$ cat src/rtl/x_uart_pkg.sv
// ---------------------------------------------------------------------------
// x_uart_pkg
// Shared definitions for the UART blocks of this codebase.
//   - sm_uart_tx_t : transmitter frame states. PAR is always part of the
//                    encoding, even when parity is compiled out of the TX.
//   - timer_top()  : bit period in clock cycles (integer division).
//   - frame constants: data bit count, idle and start line levels.
// ---------------------------------------------------------------------------
package x_uart_pkg;

    localparam int unsigned UART_DATA_BITS   = 8;
    localparam logic        UART_IDLE_LEVEL  = 1'b1;
    localparam logic        UART_START_LEVEL = 1'b0;

    typedef enum logic [3:0] {
        IDLE,
        START,
        D0, D1, D2, D3, D4, D5, D6, D7,
        PAR,
        STOP1,
        STOP2
    } sm_uart_tx_t;

    // Cycles per bit. TX and RX both derive their bit period from this so a
    // loopback pair always agrees.
    function automatic int unsigned timer_top(input int unsigned clk_hz,
                                              input int unsigned baud);
        return clk_hz / baud;
    endfunction

endpackage

$ cat src/rtl/x_uart_baud_tick.sv
// ---------------------------------------------------------------------------
// x_uart_baud_tick
// Free-running bit timer. Counts 0..p_top-1 while enabled and pulses o_tick
// for one cycle at count p_top-1, wrapping to 0 on the same edge. Held at 0
// whenever i_en is low so the first bit after enabling is a full period.
// Ports:
//   i_clk  : clock
//   i_rst  : synchronous active-high reset
//   i_en   : count enable; low clears the counter
//   o_tick : one-cycle pulse on the last cycle of each bit period
// ---------------------------------------------------------------------------
module x_uart_baud_tick #(
    parameter int unsigned p_top = 104
) (
    input  logic i_clk,
    input  logic i_rst,
    input  logic i_en,
    output logic o_tick
);

    localparam int unsigned W = $clog2(p_top + 1);
    localparam logic [W-1:0] TOP_M1 = W'(p_top - 1);

    logic [W-1:0] count_q;
    logic [W-1:0] count_d;

    always_comb begin
        count_d = count_q;
        o_tick  = 1'b0;
        if (!i_en) begin
            count_d = '0;
        end else if (count_q == TOP_M1) begin
            count_d = '0;
            o_tick  = 1'b1;
        end else begin
            count_d = count_q + W'(1);
        end
    end

    always_ff @(posedge i_clk) begin
        if (i_rst) begin
            count_q <= '0;
        end else begin
            count_q <= count_d;
        end
    end

endmodule

$ cat src/rtl/x_uart_tx.sv
// ---------------------------------------------------------------------------
// x_uart_tx
// UART transmitter: 1 start bit, 8 data bits LSB first, optional even parity,
// p_stop_bits stop bits. Every non-IDLE state lasts p_clk_hz/p_baud cycles.
// Build option: define X_UART_TX_PARITY_EN to insert the even-parity bit
// after D7 (8E1/8E2); undefined gives 8N1/8N2 with no parity logic.
// Handshake: a byte is accepted on a rising edge where i_valid & o_ready.
//   o_ready depends on state only, never on i_valid; i_data is only looked at
//   on the accept edge, so it may change freely at any other time.
// Ports:
//   i_clk   : clock
//   i_rst   : synchronous active-high reset; aborts any frame in flight
//   i_valid : producer offers i_data
//   i_data  : byte to send, latched on accept
//   o_ready : block is IDLE and can take a byte
//   o_busy  : frame in progress
//   o_tx    : serial line, idle high, straight from a flop
// ---------------------------------------------------------------------------
module x_uart_tx
    import x_uart_pkg::*;
#(
    parameter int unsigned p_clk_hz    = 12000000,
    parameter int unsigned p_baud      = 115200,
    parameter int unsigned p_stop_bits = 1
) (
    input  logic       i_clk,
    input  logic       i_rst,
    input  logic       i_valid,
    input  logic [7:0] i_data,
    output logic       o_ready,
    output logic       o_busy,
    output logic       o_tx
);

    localparam int unsigned TOP = timer_top(p_clk_hz, p_baud);

    sm_uart_tx_t state_q;
    sm_uart_tx_t state_d;
    logic [UART_DATA_BITS-1:0] shift_q;
    logic [UART_DATA_BITS-1:0] shift_d;
    logic tx_q;
    logic tx_d;
    logic bit_tick;
    logic accept;

`ifdef X_UART_TX_PARITY_EN
    logic par_q;
    logic par_d;
`endif

    x_uart_baud_tick #(
        .p_top(TOP)
    ) u_baud_tick (
        .i_clk (i_clk),
        .i_rst (i_rst),
        .i_en  (state_q != IDLE),
        .o_tick(bit_tick)
    );

    assign o_ready = (state_q == IDLE);
    assign o_busy  = ~o_ready;
    assign o_tx    = tx_q;
    assign accept  = i_valid & o_ready;

    always_comb begin
        state_d = state_q;
        shift_d = shift_q;
`ifdef X_UART_TX_PARITY_EN
        par_d   = par_q;
`endif
        if (state_q == IDLE) begin
            if (accept) begin
                state_d = START;
                shift_d = i_data;
`ifdef X_UART_TX_PARITY_EN
                par_d   = ^i_data;
`endif
            end
        end else if (bit_tick) begin
            case (state_q)
                START: state_d = D0;
                D0, D1, D2, D3, D4, D5, D6: begin
                    // Data states are consecutive in the encoding.
                    state_d = sm_uart_tx_t'(state_q + 4'd1);
                    shift_d = shift_q >> 1;
                end
                D7: begin
                    shift_d = shift_q >> 1;
`ifdef X_UART_TX_PARITY_EN
                    state_d = PAR;
`else
                    state_d = STOP1;
`endif
                end
                PAR:     state_d = STOP1;
                STOP1:   state_d = (p_stop_bits == 2) ? STOP2 : IDLE;
                STOP2:   state_d = IDLE;
                default: state_d = IDLE;
            endcase
        end
    end

    // The line level is decoded from the next state and registered, so o_tx
    // changes on the same edge as the state and never glitches.
    always_comb begin
        tx_d = UART_IDLE_LEVEL;
        case (state_d)
            START:                          tx_d = UART_START_LEVEL;
            D0, D1, D2, D3, D4, D5, D6, D7: tx_d = shift_d[0];
`ifdef X_UART_TX_PARITY_EN
            PAR:                            tx_d = par_d;
`endif
            default:                        tx_d = UART_IDLE_LEVEL;
        endcase
    end

    always_ff @(posedge i_clk) begin
        if (i_rst) begin
            state_q <= IDLE;
            shift_q <= '0;
            tx_q    <= UART_IDLE_LEVEL;
        end else begin
            state_q <= state_d;
            shift_q <= shift_d;
            tx_q    <= tx_d;
        end
    end

`ifdef X_UART_TX_PARITY_EN
    always_ff @(posedge i_clk) begin
        if (i_rst) begin
            par_q <= 1'b0;
        end else begin
            par_q <= par_d;
        end
    end
`endif

endmodule
$ cat config.mk
export PLATFORM = sky130hd
export DESIGN_NAME = x_uart_tx
export DESIGN_NICKNAME = d
export VERILOG_FILES = /design/src/rtl/x_uart_pkg.sv /design/src/rtl/x_uart_baud_tick.sv /design/src/rtl/x_uart_tx.sv
export SDC_FILE = /design/constraint.sdc
export NUM_CORES = 1
export LEC_CHECK = 0
export BUFFER_PORTS_ARGS = -buffer_cell sky130_fd_sc_hd__buf_2
export CAP_MARGIN = 20
export CORE_MARGIN = 2
export CORE_UTILIZATION = 44
export CTS_CLUSTER_DIAMETER = 80
export DETAILED_ROUTE_END_ITERATION = 7
export HOLD_SLACK_MARGIN = 0.15
export PLACE_DENSITY_LB_ADDON = 0.05
export SYNTH_ARGS = -nofsm -noshare
export SYNTH_HDL_FRONTEND = slang
export SYNTH_SLANG_ARGS = --single-unit
$ cat constraint.sdc
create_clock -name i_clk -period 2.4 [get_ports i_clk]
set_input_delay 0.12 -clock i_clk [delete_from_list [all_inputs] [get_ports i_clk]]
set_output_delay 0.12 -clock i_clk [all_outputs]
set_load 0.02 [all_outputs]
Yosys cells after proc, flatten, opt, wreduce, memory -nomap -nowiden
Cells that the tools add are included.
{"block": "word_totals", "register_bits": 20, "latchBits": 0, "ramBits": 0, "romBits": 0, "inputBits": 11, "output_inout_bits": 3, "wordCells": 52, "mem_count": 0}
{"block": "op_classes", "add_sub_neg": 2, "mul": 0, "div": 0, "order_cmp": 0, "eq_ne": 21, "shift": 0, "n_mux": 11, "bitwise_logic": 3, "n_reduce_logical": 10}
{"cell": "4-bit by 3-bit == test with 1-bit output (second input constant)", "n": 8}
{"cell": "8-bit two-way mux", "n": 4}
{"cell": "4-bit == test (second input constant)", "n": 5}
{"cell": "4-bit by 2-bit == test with 1-bit output (second input constant)", "n": 4}
{"cell": "8-bit OR reduction", "n": 2}
{"cell": "4-bit two-way mux", "n": 3}
{"cell": "4-bit one-hot mux with 3 select lines", "n": 1}
{"cell": "4-bit by 1-bit == test with 1-bit output (second input constant)", "n": 2}
{"cell": "7-bit by 1-bit adder with 7-bit output (second input constant)", "n": 1}
{"cell": "7-bit == test (second input constant)", "n": 1}
{"cell": "7-bit OR reduction", "n": 1}
{"cell": "4-bit by 1-bit adder with 4-bit output (second input constant)", "n": 1}
{"cell": "4-bit logical NOT", "n": 1}
{"cell": "2-bit nonzero test", "n": 2}
{"cell": "4-bit nonzero test", "n": 1}
{"cell": "3-bit AND reduction", "n": 1}
{"cell": "3-bit OR reduction", "n": 1}
{"cell": "1-bit two-way mux", "n": 2}
{"cell": "2-bit by 1-bit != test with 1-bit output (second input constant)", "n": 1}
{"cell": "1-bit NOT", "n": 2}
{"cell": "1-bit one-hot mux with 2 select lines", "n": 1}
{"cell": "2-bit OR reduction", "n": 1}
{"cell": "1-bit bitwise AND", "n": 1}

Logic depth before layout (Yosys ltp)
Gate-level depths: netlist (run 1).
{"block": "depth", "word_depth": 8, "ltp_mapped": 9, "mapped_depth_nobuf": 9}

Hierarchy
Synthesis (run 1) repeated with hierarchy kept, for this count alone.
{"block": "unflattened", "hier_cells": 141, "area_unflattened_um2": 1189.9}
{"mod": "x_uart_tx", "instances": 1, "cells_each": 106, "area_per_inst_um2": 868.3, "seq_area_each_um2": 260.2}
{"mod": "x_uart_baud_tick", "instances": 1, "cells_each": 35, "area_per_inst_um2": 321.6, "seq_area_each_um2": 140.1}

Worst setup path after synthesis (run 1)
OpenSTA, ideal clock, no wires.
{"block": "synth_path", "path_kind": "reg2reg", "startpoint": "reg state_q[0]", "endpoint": "reg tx_q (netlist: o_tx)", "arrival_ns": 1.830, "required_ns": 2.262, "path_slack_ns": 0.431, "stages_incl_launch_ff": 10, "n_path_buf": 1, "period_less_slack_ns": 1.969, "cell_sequence": "dfxtp_1 -> inv_1 -> ha_1 -> nor2_1 -> o21ai_0 -> and4_1 -> buf_2 -> a221o_1 -> a21oi_1 -> a22oi_1"}
{"block": "synth_between", "elab_chain_cells": 8, "elab_cells_between_ends": 37, "cone_classes": "1 x add/sub; 19 x eq/ne; 10 x mux; 1 x bitwise; 6 x reduce/logical"}
{"element": "start, declared", "line_no": "x_uart_tx.sv:37", "source": "sm_uart_tx_t state_q;"}
{"element": "start signal, assigned", "line_no": "x_uart_tx.sv:123", "source": "state_q <= state_d;"}
{"element": "parallel branches: the longest is 7 deep, another holds 4-bit by 1-bit adder with 4-bit output"}
{"element": "1-bit one-hot mux with 2 select lines *", "line_no": "x_uart_tx.sv:107", "source": "case (state_d)"}
{"element": "end signal, assigned", "line_no": "x_uart_tx.sv:125", "source": "tx_q <= tx_d;"}
{"element": "end, declared", "line_no": "x_uart_tx.sv:41", "source": "logic tx_q;"}
Every way passes the cells marked *. The select of a mux whose other input is x is not followed.
A chain may end at the register's enable or synchronous reset.

Final worst setup path (run 1)
Same ends and word-level chain as after synthesis.

==> impl_metrics.json, run 1 <==
{
  "grt_pass1_wl_um": 3539,
  "io_pins": 14,
  "n_antenna_cell": 0,
  "syn-instance-count": 130,
  "cp_cell_sequence": "inv_1, ha_1, nor2_1, o21ai_0, and4_1, a221o_1, a21oi_1, a22oi_1",
  "viasPerCell": 5.514,
  "cp-start-kind": "register",
  "drv_cap": 0,
  "place.gp.congestion": 0.8167,
  "final_antenna_net_count": 0,
  "dieHeight_um": 53.77,
  "holdCritPathClass": "in -> reg",
  "fill_cells": 240,
  "syn2layout_area_growth_pct": 20.55,
  "port_buffers": 13,
  "yosys_register_bits": 20,
  "die_width_um": 53.77,
  "synth_cell_types": 38,
  "path_delay_family": "simple AND/OR/NAND/NOR gates",
  "combPwrFrac": 0.125,
  "clock-sinks": 20,
  "drv_slew": 0,
  "synth-main-ff-cell": "dfxtp_1",
  "nNetsFinal": 168,
  "max_freq_ghz": 0.4470,
  "yosysWarnings": 0,
  "crit_arrival_ns": 2.42,
  "fin_crit_ns": 2.237,
  "p_per_area_nw_per_um2": 543.1,
  "initial_core_util": 0.4522,
  "syn_area_per_cell_um2": 8.383,
  "switching_share": 0.2237,
  "synth_nets": 146,
  "cts-root-buf": "clkbuf_4",
  "final_cell_mix": "dfxtp_1 (20), nor2_1 (14), a21oi_1 (14)",
  "grt_max_degree": 17,
  "antenna_found_initial": 0,
  "grt_use_total": 0.1716,
  "core-area_um2": 2410,
  "finClkSkew_ns": 0.01352,
  "period_share": 0.9320,
  "layout_commonest_cell": "dfxtp_1",
  "status": "completed",
  "via_count": 998,
  "async_flop_share": 0,
  "routed_wl_um": 2227,
  "setup_viol": 0,
  "drive_gt1_frac": 0.1722,
  "cp_slowest_cell": "dfxtp_1",
  "switchingPower_uw": 159.6,
  "drc": 0,
  "dpl.hpwl_um": 1543,
  "seq_area_frac_synth": 0.3674,
  "fin_tns_setup_ns": 0,
  "htreeDepth": 1,
  "slew_headroom": 0.6711,
  "rsz0062_at_grt": "no",
  "first_global_vias": 832,
  "insertion_delay_ns": 0.30,
  "internal_power_uw": 553.9,
  "cts_made_buffers": 3,
  "drt_iter0_markers": 28,
  "max_stage_delay_ns": 0.45,
  "die_area_um2": 2891,
  "clk_pin_slew_worst_paths_ns": 0.12,
  "row_count": 18,
  "critical_path_class": "reg -> reg",
  "tightest_slew_ns": 0.4810,
  "cp_max_fo": 10,
  "power.clock.fraction": 0.381,
  "cts_tree": "built",
  "path_buf_inv": 1,
  "grt_overflow": 0,
  "required_ns": 2.59,
  "syn_area_um2": 1090,
  "synth_edf_count": 0,
  "finalHoldViolCount": 0,
  "p_leak_nw": 0.4785,
  "endpoint_kind": "register",
  "clockBufferDepth": 2,
  "sequentialPowerShare": 0.494,
  "wl_per_cell_um": 12.30,
  "post-route-util": 0.5452,
  "first_pass_iters": 4,
  "peakVddDrop_v": 0.0005730
}
==> routing by layer <==
| layer | routed length (um) | GRT usage | up-vias |
|---|---|---|---|
| li1 | - | - | 506 |
| met1 | 1053 | 0.2154 | 473 |
| met4 | 34 | 0.08974 | 0 |
| met2 | 1088 | 0.2764 | 15 |
| met3 | 50 | 0.03333 | 4 |
| met5 | 0 | 0 | - |
==> kinds of logic after synthesis <==
| logic type | Yosys count | synth area share |
|---|---|---|
| AND/OR/NAND/NOR | 48 | 0.2354 |
| AO/OA/AOI/OAI | 39 | 0.2377 |
| flip-flops | 20 | 0.3674 |
| buffers and inverters | 12 | 0.05396 |
| XOR/XNOR | 6 | 0.04822 |
| adder cells (fa/ha/maj) | 5 | 0.05741 |
==> tightest hold or removal path: stages <==
cell	delay [ns]
buf_2	0.08
and2_4	0.23
a21oi_1	0.09
nor2_1	0.07
==> cells in the mapped netlist, drive strengths merged, types with 3 or more instances <==
library cell / n / area (um2)
xnor2: 4 / 35.03
nand2: 14 / 60.06
buf: 4 / 26.27
nor2: 16 / 70.07
nand3: 3 / 15.01
inv: 6 / 25.03
a22oi: 10 / 75.07
nor3: 4 / 20.02
ha: 5 / 62.56
a21oi: 14 / 70.07
dfxtp: 20 / 400.4
o21ai: 5 / 25.02
==> layout make-up <==
class | instances | area, um2 | area share
clock buffer | 3 | 22.52 | 0.01714
clock inverter | 1 | 30.03 | 0.02286
inverter | 6 | 25.02 | 0.01905
multi-input combinational | 98 | 635.6 | 0.4838
sequential | 20 | 400.4 | 0.3048
tap | 30 | 37.54 | 0.02857
timing repair buffer | 23 | 162.7 | 0.1238
==> stage by stage <==
stage | instance area (um2) | hold slack, ns | setup WS, ns | std cells | total power, mW
2_1_floorplan | 1090 | 0.1891 | 0.4314 | 130 | 0.4138
3_3_place_gp | 1166 | 0.3473 | 0.2275 | 168 | 0.4358
3_5_place_dp | 1166 | 0.3669 | 0.2117 | 168 | 0.4367
4_1_cts | 1309 | 0.3127 | 0.1629 | 181 | 0.7209
5_1_grt | 1314 | 0.3559 | 0.007225 | 181 | 0.7472
6_report | 1314 | 0.3335 | 0.1631 | 181 | 0.7135
==> flip-flops by register name (all words and copies together), names as in the netlist <==
register             count
u_baud_tick.count_q      7
shift_q                  8
o_tx                     1
state_q                  4
==> final timing paths <==
check             slack, ns          to  depth (start not counted)  startpoint
setup reg to reg       0.16        o_tx                          8  state_q[0]
setup / recovery       0.16        o_tx                          8  state_q[0]
hold / removal         0.33  shift_q[7]                          4     i_valid
hold reg to reg        0.46  shift_q[3]                          2  shift_q[3]
==> power groups by stage <==
| stage | Sequential [mW] | Clock [mW] | Combinational, mW |
|---|---|---|---|
| 2_1_floorplan | 0.360 | 0 | 0.0535 |
| 3_3_place_gp | 0.359 | 0 | 0.0764 |
| 3_5_place_dp | 0.360 | 0 | 0.0767 |
| 4_1_cts | 0.352 | 0.280 | 0.0884 |
| 5_1_grt | 0.354 | 0.293 | 0.100 |
| 6_report | 0.353 | 0.271 | 0.0895 |
==> what timing repair did <==
item | 4_1_cts | 5_1_grt
gates resized for setup | 0 | 1
setup buffers | 0 | 0
hold buffers | 9 | 0
setup endpoints to repair | 0 | 1
endpoints found under the hold margin | 9 | 0
(Power assumes the default switching activity.)
==> run 2: changes to the inputs <==
--- a/config.mk
+++ b/config.mk
@@ -8,8 +8,9 @@
 export BUFFER_PORTS_ARGS = -buffer_cell sky130_fd_sc_hd__buf_2
 export CAP_MARGIN = 20
 export CORE_MARGIN = 2
-export CORE_UTILIZATION = 44
+export CORE_UTILIZATION = 25
 export CTS_CLUSTER_DIAMETER = 80
+export CTS_CLUSTER_SIZE = 14
 export DETAILED_ROUTE_END_ITERATION = 7
 export HOLD_SLACK_MARGIN = 0.15
 export PLACE_DENSITY_LB_ADDON = 0.05
==> run 2 against run 1 <==
  * Die area increased by 70%
  * Largest cell class unchanged
  * Global-route usage decreased by 6.9 points
  * Routed wire length increased by 7.0%
  * Cell count increased by 8.8%
  * Clock-buffer cell count unchanged
  * Critical endpoint unchanged
  * Sequential power about the same
==> impl_metrics.json, run 2 (synthesized netlist as in run 1, its figures left out) <==
{
  "layout_commonest_cell": "dfxtp_1",
  "via_count": 957,
  "fin_tns_setup_ns": 0,
  "setup_viol": 0,
  "final_cell_area_um2": 1281,
  "period_share": 0.8967,
  "holdCritPathClass": "in -> reg",
  "row_count": 24,
  "cp-start-kind": "register",
  "routed_wl_um": 2383,
  "grt_use_total": 0.1022,
  "status": "completed",
  "first_pass_iters": 4,
  "tightest_slew_ns": 0.4120,
  "power.clock.fraction": 0.332,
  "p_leak_nw": 0.4560,
  "multi_input_area_um2": 639.4,
  "cts_tree": "built",
  "worstRegToRegCells": 8,
  "viasPerCell": 4.858,
  "final_antenna_net_count": 0,
  "slew_headroom": 0.7183,
  "antenna_found_initial": 0,
  "drv_slew": 0,
  "postCtsSetupBuffers": 0,
  "insertion_delay_ns": 0.26,
  "rsz0062_at_grt": "no",
  "required_ns": 2.53,
  "regMostFlops": "shift_q",
  "sequentialPowerShare": 0.540,
  "cts_made_buffers": 3,
  "place.gp.congestion": 0.8488,
  "clk_pin_slew_worst_paths_ns": 0.08,
  "fill_cells": 464,
  "finalHoldViolCount": 0,
  "htreeDepth": 1,
  "grt_max_degree": 17,
  "crit_arrival_ns": 2.28,
  "max_stage_delay_ns": 0.42,
  "largest_reg_flops": 8,
  "r2r_end": "o_tx",
  "cp_slowest_cell": "dfxtp_1",
  "place_area_um2": 1201,
  "finClkSkew_ns": 0.007789,
  "first_global_vias": 904,
  "nNetsFinal": 163,
  "top_regs": "shift_q x8, u_baud_tick.count_q x7, state_q x4",
  "final_cell_mix": "dfxtp_1 (20), a21oi_1 (14), nand2_1 (13), nor2_1 (13), buf_2 (13)",
  "regArea_um2": 400.4,
  "cp_cell_sequence": "inv_1, ha_1, nor2_2, o21ai_0, and4_1, a221o_1, a21oi_1, a22oi_1",
  "r2r_slack_ns": 0.25,
  "drt_iter0_markers": 38,
  "io_pins": 14,
  "switching_share": 0.2492,
  "die_area_um2": 4904,
  "syn2layout_area_growth_pct": 17.57,
  "post-route-util": 0.3005,
  "endpoint_kind": "register",
  "timing.rr.start": "state_q[0]",
  "drive_gt1_frac": 0.1931,
  "initial_core_util": 0.2556,
  "cp_max_fo": 10,
  "hold_start": "i_data[4]",
  "cts-root-buf": "clkbuf_8",
  "wl_per_cell_um": 12.10,
  "dpl.hpwl_um": 1757,
  "drc": 0,
  "hold_path_depth": 3,
  "die_width_um": 70.03,
  "internal_power_uw": 490.1,
  "core-area_um2": 4264,
  "grt_overflow": 0,
  "switchingPower_uw": 162.6,
  "port_buffers": 13,
  "critical_path_class": "reg -> reg",
  "p_per_area_nw_per_um2": 509.4,
  "holdPathEnd": "shift_q[4]",
  "clockBufferDepth": 2,
  "combPwrFrac": 0.128,
  "fin_crit_ns": 2.152,
  "max_freq_ghz": 0.4647,
  "drv_cap": 0,
  "n_antenna_cell": 0,
  "peakVddDrop_v": 0.0002085,
  "grt_pass1_wl_um": 4064,
  "dieHeight_um": 70.03,
  "clock-sinks": 20
}
[run 2: changes by cell type in the layout (fill, tap and decap cells not counted)]
cell | previous run | this run
o22ai_2 | 0 | 1
clkbuf_8 | 0 | 3
o22ai_1 | 1 | 0
nor2_4 | 2 | 1
nor2_1 | 14 | 13
nor2_2 | 0 | 2
bufinv_16 | 1 | 0
clkbuf_4 | 3 | 0
buf_4 | 1 | 2
dlygate4sd3_1 | 9 | 3
[run 2: what timing repair did]
action	CTS	global route
hold buffers	3	0
hold endpoints to repair	3	0
gates resized for setup	0	2
setup endpoints to repair	0	1
[run 2: area by class of cell]
class | count | share of cell area
Clock buffer | 3 | 0.03223
Inverter | 6 | 0.01953
Multi-Input combinational cell | 98 | 0.4990
Sequential cell | 20 | 0.3125
Tap cell | 52 | 0.05078
Timing Repair Buffer | 18 | 0.08594
[run 2: worst max path at each step]
stage                     depth (start not counted)        from  endpoint  slack [ns]
after floorplan                                   9  state_q[0]      o_tx        0.43
after global placement                            8  state_q[0]      o_tx        0.14
after detailed placement                          8  state_q[0]      o_tx        0.17
after CTS                                         8  state_q[0]      o_tx        0.17
after global routing                              8  state_q[0]      o_tx        0.08
final                                             8  state_q[0]      o_tx        0.25
[run 2: metal layers]
layer  GRT usage  vias to the layer above  share of wire
li1            -                      496              -
met1      0.1185                      445           0.47
met2      0.1778                       14           0.48
met3     0.03608                        2          0.041
met4     0.02778                        0         0.0076
met5           0                        -              0
[run 2: through the flow]
stage	hold WS (ns)	instances	power (mW)	setup slack, ns
2_1_floorplan	0.1891	130	0.4138	0.4314
3_3_place_gp	0.3548	191	0.4403	0.1429
3_5_place_dp	0.3657	191	0.4391	0.1673
4_1_cts	0.1502	197	0.6655	0.1683
5_1_grt	0.1572	197	0.6909	0.08226
6_report	0.1516	197	0.6527	0.2479
[run 2: worst max-delay path, delay by kind of cell, from the launching register on]
| kind | cells | cell delay (ns) |
|---|---|---|
| buffers and inverters | 1 | 0.09 |
| AO/OA/AOI/OAI | 4 | 0.68 |
| flip-flops | 1 | 0.42 |
| AND/OR/NAND/NOR | 2 | 0.58 |
| adder cells (fa/ha/maj) | 1 | 0.25 |
[run 2: power by group through the flow]
| stage | Clock [mW] | Sequential [mW] | Combinational [mW] |
|---|---|---|---|
| floorplan | 0 | 0.360 | 0.0535 |
| global placement | 0 | 0.360 | 0.0808 |
| detailed placement | 0 | 0.360 | 0.0792 |
| CTS | 0.230 | 0.352 | 0.0833 |
| global route | 0.245 | 0.354 | 0.0917 |
| finish | 0.217 | 0.352 | 0.0836 |
==> run 3: changes to the inputs <==
--- a/config.mk
+++ b/config.mk
@@ -8,7 +8,8 @@
 export BUFFER_PORTS_ARGS = -buffer_cell sky130_fd_sc_hd__buf_2
 export CAP_MARGIN = 20
 export CORE_MARGIN = 2
-export CORE_UTILIZATION = 25
+export CORE_UTILIZATION = 59
+export CTS_BUF_LIST = sky130_fd_sc_hd__clkbuf_8
 export CTS_CLUSTER_DIAMETER = 80
 export CTS_CLUSTER_SIZE = 14
 export DETAILED_ROUTE_END_ITERATION = 7
==> run 3 against run 2 <==
  * Sequential share of layout area is 0.94 points higher
  * Global-route usage is 14 points higher
  * Sequential power hardly changed
==> impl_metrics.json, run 3 (synthesized netlist as in run 1, its figures left out) <==
{
  "setup_viol": 0,
  "finalHoldViolCount": 0,
  "place.gp.congestion": 0.8940,
  "antenna_found_initial": 0,
  "p_leak_nw": 0.4523,
  "peakVddDrop_v": 0.0005082,
  "insertion_delay_ns": 0.26,
  "core-area_um2": 1727,
  "crit_arrival_ns": 2.32,
  "grt_util_met3": 0.03462,
  "holdCritPathClass": "in -> reg",
  "grt_use_total": 0.2415,
  "row_count": 15,
  "drc": 0,
  "regArea_um2": 400.4,
  "drv_cap": 0,
  "slew_headroom": 0.5514,
  "dpl.hpwl_um": 1715,
  "clockBufferDepth": 2,
  "cp_slowest_cell": "a2111oi_0",
  "routed_wl_um": 2384,
  "drv_slew": 0,
  "met1_usage": 0.2773,
  "syn2layout_area_growth_pct": 14.12,
  "layout_commonest_cell": "dfxtp_1",
  "clock-sinks": 20,
  "fill_cells": 164,
  "cts-root-buf": "clkbuf_8",
  "cp_cell_sequence": "inv_1, ha_1, nor2_1, a2111oi_0, a22oi_1, xnor2_1, a22oi_1",
  "fin_cells": 168,
  "grt_max_degree": 17,
  "cts_tree": "built",
  "rsz0062_at_grt": "no",
  "grt_overflow": 0,
  "first_pass_iters": 4,
  "die_area_um2": 2207,
  "final_cell_mix": "dfxtp_1 (20), a21oi_1 (14), nand2_1 (13), nor2_1 (13), buf_2 (13)",
  "io_pins": 14,
  "port_buffers": 13,
  "critical_path_class": "reg -> reg",
  "htreeDepth": 1,
  "wl_per_cell_um": 14.19,
  "grt_pass1_wl_um": 3774,
  "placedCellCount": 163,
  "status": "completed",
  "grt_use_met2": 0.4411,
  "die_width_um": 46.98,
  "clk_pin_slew_worst_paths_ns": 0.08,
  "required_ns": 2.53,
  "final_antenna_net_count": 0,
  "p_per_area_nw_per_um2": 617.3,
  "period_share": 0.9144,
  "top_regs": "shift_q x8, u_baud_tick.count_q x7, state_q x4",
  "cp_common_cell": "a22oi_1",
  "cp-start-kind": "register",
  "post-route-util": 0.7203,
  "fin_tns_setup_ns": 0,
  "dieHeight_um": 46.98,
  "finClkSkew_ns": 0.003651,
  "busiest_layer": "met2",
  "viasPerCell": 5.833,
  "nNetsFinal": 160,
  "n_antenna_cell": 0,
  "initial_core_util": 0.6312,
  "max_stage_delay_ns": 0.61,
  "tightest_slew_ns": 0.6559,
  "drt_iter0_markers": 24,
  "max_freq_ghz": 0.4557,
  "cts_made_buffers": 3,
  "regMostFlops": "shift_q",
  "drive_gt1_frac": 0.1888,
  "multi_input_area_um2": 633.1,
  "fin_crit_ns": 2.195,
  "via_count": 980,
  "largest_reg_flops": 8,
  "cp_max_fo": 6,
  "endpoint_kind": "register",
  "first_global_vias": 927
}
[run 3: changes by cell type in the layout (fill, tap and decap cells not counted), sizes merged]
cell | previous run | this run
buf | 15 | 14
bufinv | 0 | 1
dlygate4sd3 | 3 | 1
[run 3: critical path, delay by kind of cell (launching register included)]
family                   cells  cell delay, ns
AO/OA/AOI/OAI                3            0.95
flip-flops                   1            0.37
adder cells (fa/ha/maj)      1            0.30
XOR/XNOR                     1            0.25
buffers and inverters        1            0.10
AND/OR/NAND/NOR              1            0.10
[run 3: area by class of cell]
class	count	area share
repair buffers	15	0.06640
multi-input cells	98	0.5091
flip-flops and latches	20	0.3219
clock buffers	3	0.03320
inverters	6	0.02012
well taps	25	0.02515
clock inverters	1	0.02414
[run 3: routing by layer]
metal / up-vias / wire length (um)
li1: 488 / -
met1: 466 / 1051
met2: 22 / 1246
met3: 4 / 61
met4: 0 / 25
met5: - / 0
[run 3: worst paths after layout]
path / from / endpoint / slack [ns] / cells after the start
max: state_q[0] / o_tx / 0.21 / 7
min: i_data[1] / shift_q[1] / 0.16 / 3
max reg2reg: state_q[0] / o_tx / 0.21 / 7
min reg2reg: shift_q[4] / shift_q[4] / 0.46 / 2
[run 3: timing repair]
action                                 in CTS  in global routing
hold buffers                                1                  0
setup endpoints to repair                   0                  6
buffers inserted                            0                  0
endpoints found under the hold margin       1                  0
resized for setup                           0                  1
[run 3: metrics by stage]
stage               power (mW)  worst slack, ns  hold WS (ns)  cell area [um2]
global placement        0.4342           0.2491        0.3465             1160
detailed placement      0.4383           0.1909        0.3995             1160
floorplan               0.4138           0.4314        0.1891             1090
CTS                     0.7697           0.1575        0.1504             1241
finish                  0.7677           0.2054        0.1569             1244
global route            0.7898          0.01526        0.1589             1244
[run 3: power breakdown]
part / total (mW) / leakage (nW) / switching [mW] / internal [mW]
registers: 0.353 / 0.163 / 0.00852 / 0.344
clock network: 0.334 / 0.0357 / 0.112 / 0.223
logic: 0.0805 / 0.253 / 0.0489 / 0.0316
